**config.mk**
```make
export PLATFORM = sky130hd
export DESIGN_NAME = vignette_blend_axis
export DESIGN_NICKNAME = d
export VERILOG_FILES = /design/src/rtl/vignette_blend_axis.sv
export SDC_FILE = /design/constraint.sdc
export NUM_CORES = 2
export LEC_CHECK = 0
export ABC_CLOCK_PERIOD_IN_PS = 5200
export BUFFER_PORTS_ARGS = -buffer_cell sky130_fd_sc_hd__buf_4
export CORE_MARGIN = 8
export CORE_UTILIZATION = 55
export CTS_CLUSTER_SIZE = 40
export DETAILED_ROUTE_END_ITERATION = 6
export GPL_TIMING_DRIVEN = 0
export PLACE_DENSITY = 0.76
export REMOVE_ABC_BUFFERS = 1
export SLEW_MARGIN = 0
export SYNTH_ARGS = -nofsm -noshare
export SYNTH_HDL_FRONTEND = slang
export SYNTH_SLANG_ARGS = --single-unit
```
**constraint.sdc**
```tcl
create_clock -name clk -period 5.2 [get_ports clk]
set_input_delay 1.04 -clock clk [delete_from_list [all_inputs] [get_ports clk]]
set_output_delay 1.04 -clock clk [all_outputs]
set_load 0.03 [all_outputs]
```
**src/rtl/vignette_blend_axis.sv**
```systemverilog
// Vignette filter on an AXI4-Stream video path: blends each pixel toward a background
// colour by its squared distance from a programmable centre, in a 5-stage stallable pipeline.
module vignette_blend_axis #(
  parameter int COLOR_WIDTH = 8,
  parameter int CHANNELS    = 3,
  parameter int COORD_WIDTH = 11,
  parameter int MUL_BITS    = 8,
  parameter int X_SHIFT     = 1
) (
  input  logic                            clk,
  input  logic                            aresetn,
  input  logic [1:0]                      mode,
  input  logic [4:0]                      strength,
  input  logic [COORD_WIDTH-1:0]          x_mid,
  input  logic [COORD_WIDTH-1:0]          y_mid,
  input  logic [CHANNELS*COLOR_WIDTH-1:0] avg_color,
  input  logic [CHANNELS*COLOR_WIDTH-1:0] const_color,
  input  logic [CHANNELS*COLOR_WIDTH-1:0] s_axis_tdata,
  input  logic                            s_axis_tvalid,
  input  logic                            s_axis_tuser,
  input  logic                            s_axis_tlast,
  output logic                            s_axis_tready,
  output logic [CHANNELS*COLOR_WIDTH-1:0] m_axis_tdata,
  output logic                            m_axis_tvalid,
  output logic                            m_axis_tuser,
  output logic                            m_axis_tlast,
  input  logic                            m_axis_tready
);
  localparam int DW  = CHANNELS * COLOR_WIDTH;
  localparam int SQW = 2 * COORD_WIDTH;
  localparam int R2W = SQW + 1;
  localparam int WW  = MUL_BITS + 1;
  localparam int PW  = COLOR_WIDTH + MUL_BITS + 1;
  localparam logic [WW-1:0]  FULL_W  = WW'(2 ** MUL_BITS);
  localparam logic [R2W-1:0] FULL_R2 = R2W'(2 ** MUL_BITS);

  logic w_en, w_acc;
  assign w_en          = !m_axis_tvalid || m_axis_tready;
  assign s_axis_tready = w_en && aresetn;
  assign w_acc         = s_axis_tvalid && s_axis_tready;

  // Coordinates and configuration as seen by the current input beat (SOF overrides both)
  logic [COORD_WIDTH-1:0] r_x, r_y, w_bx, w_by;
  logic [1:0]             r_mode, w_mode;
  logic [4:0]             r_str, w_str;
  logic [COORD_WIDTH-1:0] r_xmid, r_ymid, w_xmid, w_ymid;
  logic [DW-1:0]          r_avg, r_const, w_bg;

  assign w_bx   = s_axis_tuser ? '0 : r_x;
  assign w_by   = s_axis_tuser ? '0 : r_y;
  assign w_mode = s_axis_tuser ? mode : r_mode;
  assign w_str  = s_axis_tuser ? strength : r_str;
  assign w_xmid = s_axis_tuser ? x_mid : r_xmid;
  assign w_ymid = s_axis_tuser ? y_mid : r_ymid;
  assign w_bg   = (w_mode == 2'd1) ? '0 :
                  (w_mode == 2'd2) ? (s_axis_tuser ? avg_color : r_avg) :
                                     (s_axis_tuser ? const_color : r_const);

  always_ff @(posedge clk or negedge aresetn) begin
    if (!aresetn) begin
      r_x <= '0; r_y <= '0; r_mode <= '0; r_str <= '0;
      r_xmid <= '0; r_ymid <= '0; r_avg <= '0; r_const <= '0;
    end else if (w_acc) begin
      if (s_axis_tuser) begin
        r_mode <= mode; r_str <= strength; r_xmid <= x_mid; r_ymid <= y_mid;
        r_avg <= avg_color; r_const <= const_color;
      end
      if (s_axis_tlast) begin
        r_x <= '0;
        r_y <= w_by + 1'b1;
      end else begin
        r_x <= w_bx + 1'b1;
        r_y <= w_by;
      end
    end
  end

  logic [COORD_WIDTH-1:0] w_dxa, w_dya;
  assign w_dxa = (w_bx >= w_xmid) ? (w_bx - w_xmid) : (w_xmid - w_bx);
  assign w_dya = (w_by >= w_ymid) ? (w_by - w_ymid) : (w_ymid - w_by);

  logic                   r1_v, r1_u, r1_l, r2_v, r2_u, r2_l, r3_v, r3_u, r3_l, r4_v, r4_u, r4_l;
  logic [DW-1:0]          r1_pix, r2_pix, r3_pix, r4_pix, r1_bg, r2_bg, r3_bg;
  logic [1:0]             r1_mode, r2_mode, r3_mode, r4_mode;
  logic [4:0]             r1_str, r2_str;
  logic [COORD_WIDTH-1:0] r1_dx, r1_dy;
  logic [SQW-1:0]         r2_dx2, r2_dy2;
  logic [WW-1:0]          r3_d, r3_w;

  logic [R2W-1:0] w_r2, w_sh;
  logic [WW-1:0]  w_d;
  assign w_r2 = R2W'(r2_dx2) + R2W'(r2_dy2);
  assign w_sh = w_r2 >> r2_str;
  assign w_d  = (w_sh > FULL_R2) ? FULL_W : w_sh[WW-1:0];

  always_ff @(posedge clk or negedge aresetn) begin
    if (!aresetn) begin
      {r1_v, r1_u, r1_l, r2_v, r2_u, r2_l, r3_v, r3_u, r3_l, r4_v, r4_u, r4_l} <= '0;
      r1_pix <= '0; r2_pix <= '0; r3_pix <= '0; r4_pix <= '0;
      r1_bg <= '0; r2_bg <= '0; r3_bg <= '0;
      r1_mode <= '0; r2_mode <= '0; r3_mode <= '0; r4_mode <= '0;
      r1_str <= '0; r2_str <= '0; r1_dx <= '0; r1_dy <= '0;
      r2_dx2 <= '0; r2_dy2 <= '0; r3_d <= '0; r3_w <= '0;
    end else if (w_en) begin
      r1_v <= s_axis_tvalid; r1_u <= s_axis_tuser; r1_l <= s_axis_tlast;
      r1_pix <= s_axis_tdata; r1_bg <= w_bg; r1_mode <= w_mode; r1_str <= w_str;
      r1_dx <= w_dxa >> X_SHIFT;
      r1_dy <= w_dya;
      r2_v <= r1_v; r2_u <= r1_u; r2_l <= r1_l;
      r2_pix <= r1_pix; r2_bg <= r1_bg; r2_mode <= r1_mode; r2_str <= r1_str;
      r2_dx2 <= SQW'(r1_dx) * SQW'(r1_dx);
      r2_dy2 <= SQW'(r1_dy) * SQW'(r1_dy);
      r3_v <= r2_v; r3_u <= r2_u; r3_l <= r2_l;
      r3_pix <= r2_pix; r3_bg <= r2_bg; r3_mode <= r2_mode;
      r3_d <= w_d;
      r3_w <= FULL_W - w_d;
      r4_v <= r3_v; r4_u <= r3_u; r4_l <= r3_l;
      r4_pix <= r3_pix; r4_mode <= r3_mode;
    end
  end

  logic [DW-1:0] w_blend;
  genvar gi;
  generate
    for (gi = 0; gi < CHANNELS; gi++) begin : g_ch
      localparam logic [COLOR_WIDTH+1:0] CMAX = {2'b00, {COLOR_WIDTH{1'b1}}};
      logic [PW-1:0]          r_p, r_q;
      logic [PW:0]            w_sum;
      logic [COLOR_WIDTH+1:0] w_scaled;

      always_ff @(posedge clk or negedge aresetn) begin
        if (!aresetn) begin
          r_p <= '0;
          r_q <= '0;
        end else if (w_en) begin
          r_p <= PW'(r3_pix[gi*COLOR_WIDTH +: COLOR_WIDTH]) * PW'(r3_w);
          r_q <= PW'(r3_bg[gi*COLOR_WIDTH +: COLOR_WIDTH]) * PW'(r3_d);
        end
      end

      assign w_sum    = {1'b0, r_p} + {1'b0, r_q};
      assign w_scaled = w_sum[PW:MUL_BITS];
      assign w_blend[gi*COLOR_WIDTH +: COLOR_WIDTH] =
        (w_scaled > CMAX) ? {COLOR_WIDTH{1'b1}} : w_scaled[COLOR_WIDTH-1:0];
    end
  endgenerate

  // Output stage doubles as the AXI source register, so it holds while stalled
  always_ff @(posedge clk or negedge aresetn) begin
    if (!aresetn) begin
      m_axis_tdata <= '0; m_axis_tvalid <= 1'b0; m_axis_tuser <= 1'b0; m_axis_tlast <= 1'b0;
    end else if (w_en) begin
      m_axis_tdata  <= (r4_mode == 2'd0) ? r4_pix : w_blend;
      m_axis_tvalid <= r4_v;
      m_axis_tuser  <= r4_u;
      m_axis_tlast  <= r4_l;
    end
  end
endmodule
```
## After elaboration in Yosys (flattened, before gate mapping)

Index checks and enable logic that the tools add are counted.

- $add $sub $neg: 11
- $mul: 8
- Order comparisons: 6
- Eq/ne operators: 2
- Shifts and indexed selects: 1
- Muxes and demuxes: 19
- Reductions and logical operators: 5

Operators by type and width:

| operator | number |
|---|---|
| $mux W24 | 5 |
| $mul A8 B9 Y17 | 6 |
| $mux W11 | 8 |
| $add A17 B17 Y18 | 3 |
| $sub A11 B11 Y11 | 4 |
| $gt A10 B8 Y1 const B | 3 |
| $mux W8 | 3 |
| $add A22 B22 Y23 | 1 |
| $gt A23 B9 Y1 const B | 1 |
| $shr A23 B5 Y23 | 1 |
| $add A11 B1 Y11 const B | 2 |
| $ge A11 B11 Y1 | 2 |
| $mul A11 B11 Y22 | 1 |
| $mul A10 B10 Y20 | 1 |
| $mux W9 | 1 |
| $sub A9 B9 Y9 const A | 1 |
| $mux W5 | 1 |
| $eq A2 B1 Y1 const B | 1 |
| $eq A2 B2 Y1 const B | 1 |
| $logic_and A1 B1 Y1 | 2 |
| $logic_not A2 Y1 | 1 |
| $mux W2 | 1 |
| $logic_not A1 Y1 | 1 |
| $logic_or A1 B1 Y1 | 1 |

- Register bits: 509
- Output and inout bits: 28
- Logic and storage cells: 101

## Logic depth before layout (Yosys ltp)

- Depth after elaboration: 5
- Depth in mapped cells: 24

## Worst setup path after synthesis

Ideal clock, no wire load.

- Path type: in2reg
- From: in s_axis_tuser
- To: reg r1_dy[10]
- Setup time: 0.137 ns
- Data arrival time: 5.509 ns
- Data required time: 5.063 ns
- Slack: -0.445 ns
- Stages: 19
- Path buffers: 5
- Cell sequence: clkbuf_1 -> clkbuf_1 -> clkbuf_1 -> clkbuf_1 -> mux2i_1 -> ha_1 -> nor2b_1 -> o21ai_0 -> a21boi_0 -> o21ai_0 -> a21boi_0 -> o21a_1 -> o31a_1 -> nor2_1 -> clkbuf_1 -> a2111oi_0 -> a31oi_1 -> xnor2_1 -> a21oi_1

- Word-level cells in the longest chain between the ends: 3
- Elaborated cells on any way between the ends: 6

RTL lines:

| element | line | source |
|---|---|---|
| start, declared | 20 | `input logic s_axis_tuser,` |
| $mux W11 (on tied branches) | n/a |  |
| $sub A11 B11 Y11 or $ge A11 B11 Y1 (tied branches) | 80 | `assign w_dya = (w_by >= w_ymid) ? (w_by - w_ymid) : (w_ymid - w_by);` |
| $mux W11 * | 80 |  |
| end signal, assigned | 108 | `r1_dy <= w_dya;` |
| end, declared | 86 | `logic [COORD_WIDTH-1:0] r1_dx, r1_dy;` |

Mark *: on every way between the ends. The rest lies on a longest branch, timed or not.
A chain may end at the register's enable or synchronous reset.

## Worst setup path after layout

- From: reg r1_dy[2]
- To: reg r2_dy2[21]

- Word-level cells in the longest chain between the ends: 1

RTL lines:

| element | line | source |
|---|---|---|
| $mul A11 B11 Y22 | 112 | `r2_dy2 <= SQW'(r1_dy) * SQW'(r1_dy);` |
| end signal, assigned | 112 |  |
| end, declared | 87 | `logic [SQW-1:0] r2_dx2, r2_dy2;` |

No other way between the ends.

==> metrics <==
DRC=0; Arr. time, crit path=5.69 ns; number of global-route vias before repair=36.50k; most instantiated library cell after synthesis=nand2_1; CP dominant cell by count=fa_1; Yosys reg bits=504; Routed Antenna Nets=0; first-pass GRT wire length=180.3 mm; CP top delay family=adder cells; final max-slew violation count=0; critical path's largest stage delay=0.53 ns; Clock transition at path regs=0.06 ns; predominant post-synthesis flop cell=dfrtp_1; final critical-path setup slack=0.04087 ns; CTS Root Cell=clkbuf_16; post-DP HPWL=74.68 mm; Register Area=12700 um^2; core area=81580 um^2; vias per std cell=5.626; worst hold path type=in -> async; Setup CP Type=reg -> reg; crit-path cells=and2_4 -> fa_1 -> fa_1 -> inv_1 -> fa_1 -> inv_1 -> fa_1 -> inv_1 -> fa_1 -> inv_1 -> ha_4 -> inv_2 -> o21bai_2 -> a21oi_4 -> o211a_1 -> o31ai_4 -> or4_4 -> a31oi_4 -> xnor2_2 -> o21ai_1; Placed Cells=6059; clk buf depth=3; Die W=302.2 um; drt total wl=109.3 mm; Critical-path top delay cell=fa_1; synth cell count leaders=nand2_1 (1046), inv_1 (579), dfrtp_1 (504); CTS sink cnt=504; Hold Fails Final Rpt=0; number of port buffers=134; num rows=105; Worst setup EP type=flop; Finished Cell Area=50760 um^2; Tightest Pin Transition=1.123 ns; Period Utilization, post-route=99.21%; worst slew margin relative to its limit=24.96%; DIE HEIGHT=302.2 um; ranking of synthesized cells by area=dfrtp_1 (28%), fa_1 (16%), ha_1 (12%), nand2_1 (8.7%), inv_1 (4.8%); GRT Total Usage=23.96%; cts hold-fix bufs=0; f_max=193.8 MHz; CTS Buf Count=58; Multi-input gate area=29890 um^2; Non-Filler Instances=6274; IO Count=135; worst-path fanout max=6; CTS H-Tree Depth=2; largest net degree at the start of global routing=119; 1st-iter DRT viols=1985; post-DR wirelength/cell=17.42 um; Area Overhead vs Synth=12.64%; CTS tree=yes; area leader, netlist=dfrtp_1; max capacitance violation total=0; drt pass-1 iters=6; syn_area_per_cell=8.833 um^2; Final setup viols=0; Netlist cell types=91; gpl congestion=0.8894; post-synth top area share=27.99%; antenna violations before repair=4; GR Overflow Total=0; min cycle time layout=5.159 ns; RSZ-0062 raised after global routing=yes; CP Data Required Time=5.73 ns; total of fill cells in the finished design=6739; Synth Warn #=0; pre-CTS setup slack=-0.9318 ns; layout cell share with drive strength beyond 1=12.60%; Post-synth EDFFs=0; placed inst area=46950 um^2; Cells after Synth=5102; status=complete, no violations; Nets=6061; CP Launch Type=flop; Synth async-reset ratio=100.0%; starting density of the core=55.24%; Max Clock Skew=0.01885 ns; Clock Latency Late Sink=0.65 ns; WP buf/inv=5; routed via count=35.30k; sequential area share after synthesis=27.99%; full die area=91350 um^2; mapped cell area=45070 um^2
==> kinds of logic after synthesis <==
group                    count (synthesis)  synth area share [%]
flip-flops                             504                 27.99
AND/OR/NAND/NOR                       1901                 18.94
buffers and inverters                  850                 7.135
XOR/XNOR                               133                 2.585
adder cells (fa/ha/maj)                800                 28.29
multiplexers                           149                 4.242
AO/OA/AOI/OAI                          765                 10.82
==> area by class of cell <==
class,count,share of cell area (%)
diodes,4,0.01972
clock buffers,75,3.165
clock inverters,31,1.001
inverters,581,4.311
multi-input cells,3748,58.88
flip-flops and latches,504,25.02
well taps,1070,2.637
repair buffers,260,4.962
repair inverters,1,0.009859
==> path summary, 6_finish.rpt <==
check                           from          to  slack [ns]  cells after the start
setup / recovery            r1_dy[2]  r2_dy2[21]        0.04                     20
hold / removal               aresetn  r3_pix[11]        0.37                      1
setup reg to reg            r1_dy[2]  r2_dy2[21]        0.04                     20
hold reg to reg            r1_str[4]   r2_str[4]        0.46                      2
max in group asynchronous    aresetn      r_y[9]        2.84                      4
min in group clk           r1_str[4]   r2_str[4]        0.46                      2
==> layer usage <==
metal / global-route usage (%) / up-vias / wire length [um]
met5: 0 / - / 27
met4: 10.52 / 4 / 5302
met3: 3.999 / 274 / 6704
met2: 40.92 / 911 / 53200
met1: 29.86 / 17403 / 44050
li1: - / 16704 / -
==> state kept, by name (all words and copies together) (netlist names), 10 cells and up <==
register,count
r1_bg,24
r1_dy,11
g_ch.r_p,51
m_axis_tdata,24
r2_dy2,21
r_y,11
r2_pix,24
r_x,11
r3_bg,24
r2_dx2,19
g_ch.r_q,51
r_avg,24
r4_pix,24
r_const,24
r3_pix,24
r1_pix,24
r_ymid,11
r_xmid,11
r1_dx,10
r2_bg,24
==> timing repair <==
item	in CTS	in global routing
endpoints found under the setup margin	53	43
buffers inserted	76	28
pin swaps	21	83
gates cloned	0	1
gates resized for setup	97	166
==> metrics by stage <==
stage,utilization [%],setup TNS (ns),hold WS (ns)
after global routing,62.21,-0.8098,0.4229
after floorplan,-,-3706.13,0.4300
after global placement,56.84,-8338.37,0.4432
after detailed placement,57.54,-24.70,0.4511
final,62.22,0,0.3747
after CTS,61.34,-0.05425,0.3938
==> layout by cell type (no fill, tap or decap), drive strengths merged, types with 21 or more instances in the layout <==
cell type  count
nand2       1047
inv          582
dfrtp        504
ha           435
fa           365
and2         297
nor2         273
buf          259
a21oi        234
o21ai        184
xnor2         94
clkbuf        76
mux2          66
nand3         61
mux2i         56
nor3          54
o31ai         48
a21o          44
xor2          39
o21bai        32
nand2b        29
and3          29
a22o          28
a21boi        28
mux4          27
nor2b         26
a31oi         25
o22ai         21
Power is not shown: default switching activity piles up to over one toggle a cycle in this logic, so the estimate is an artifact.
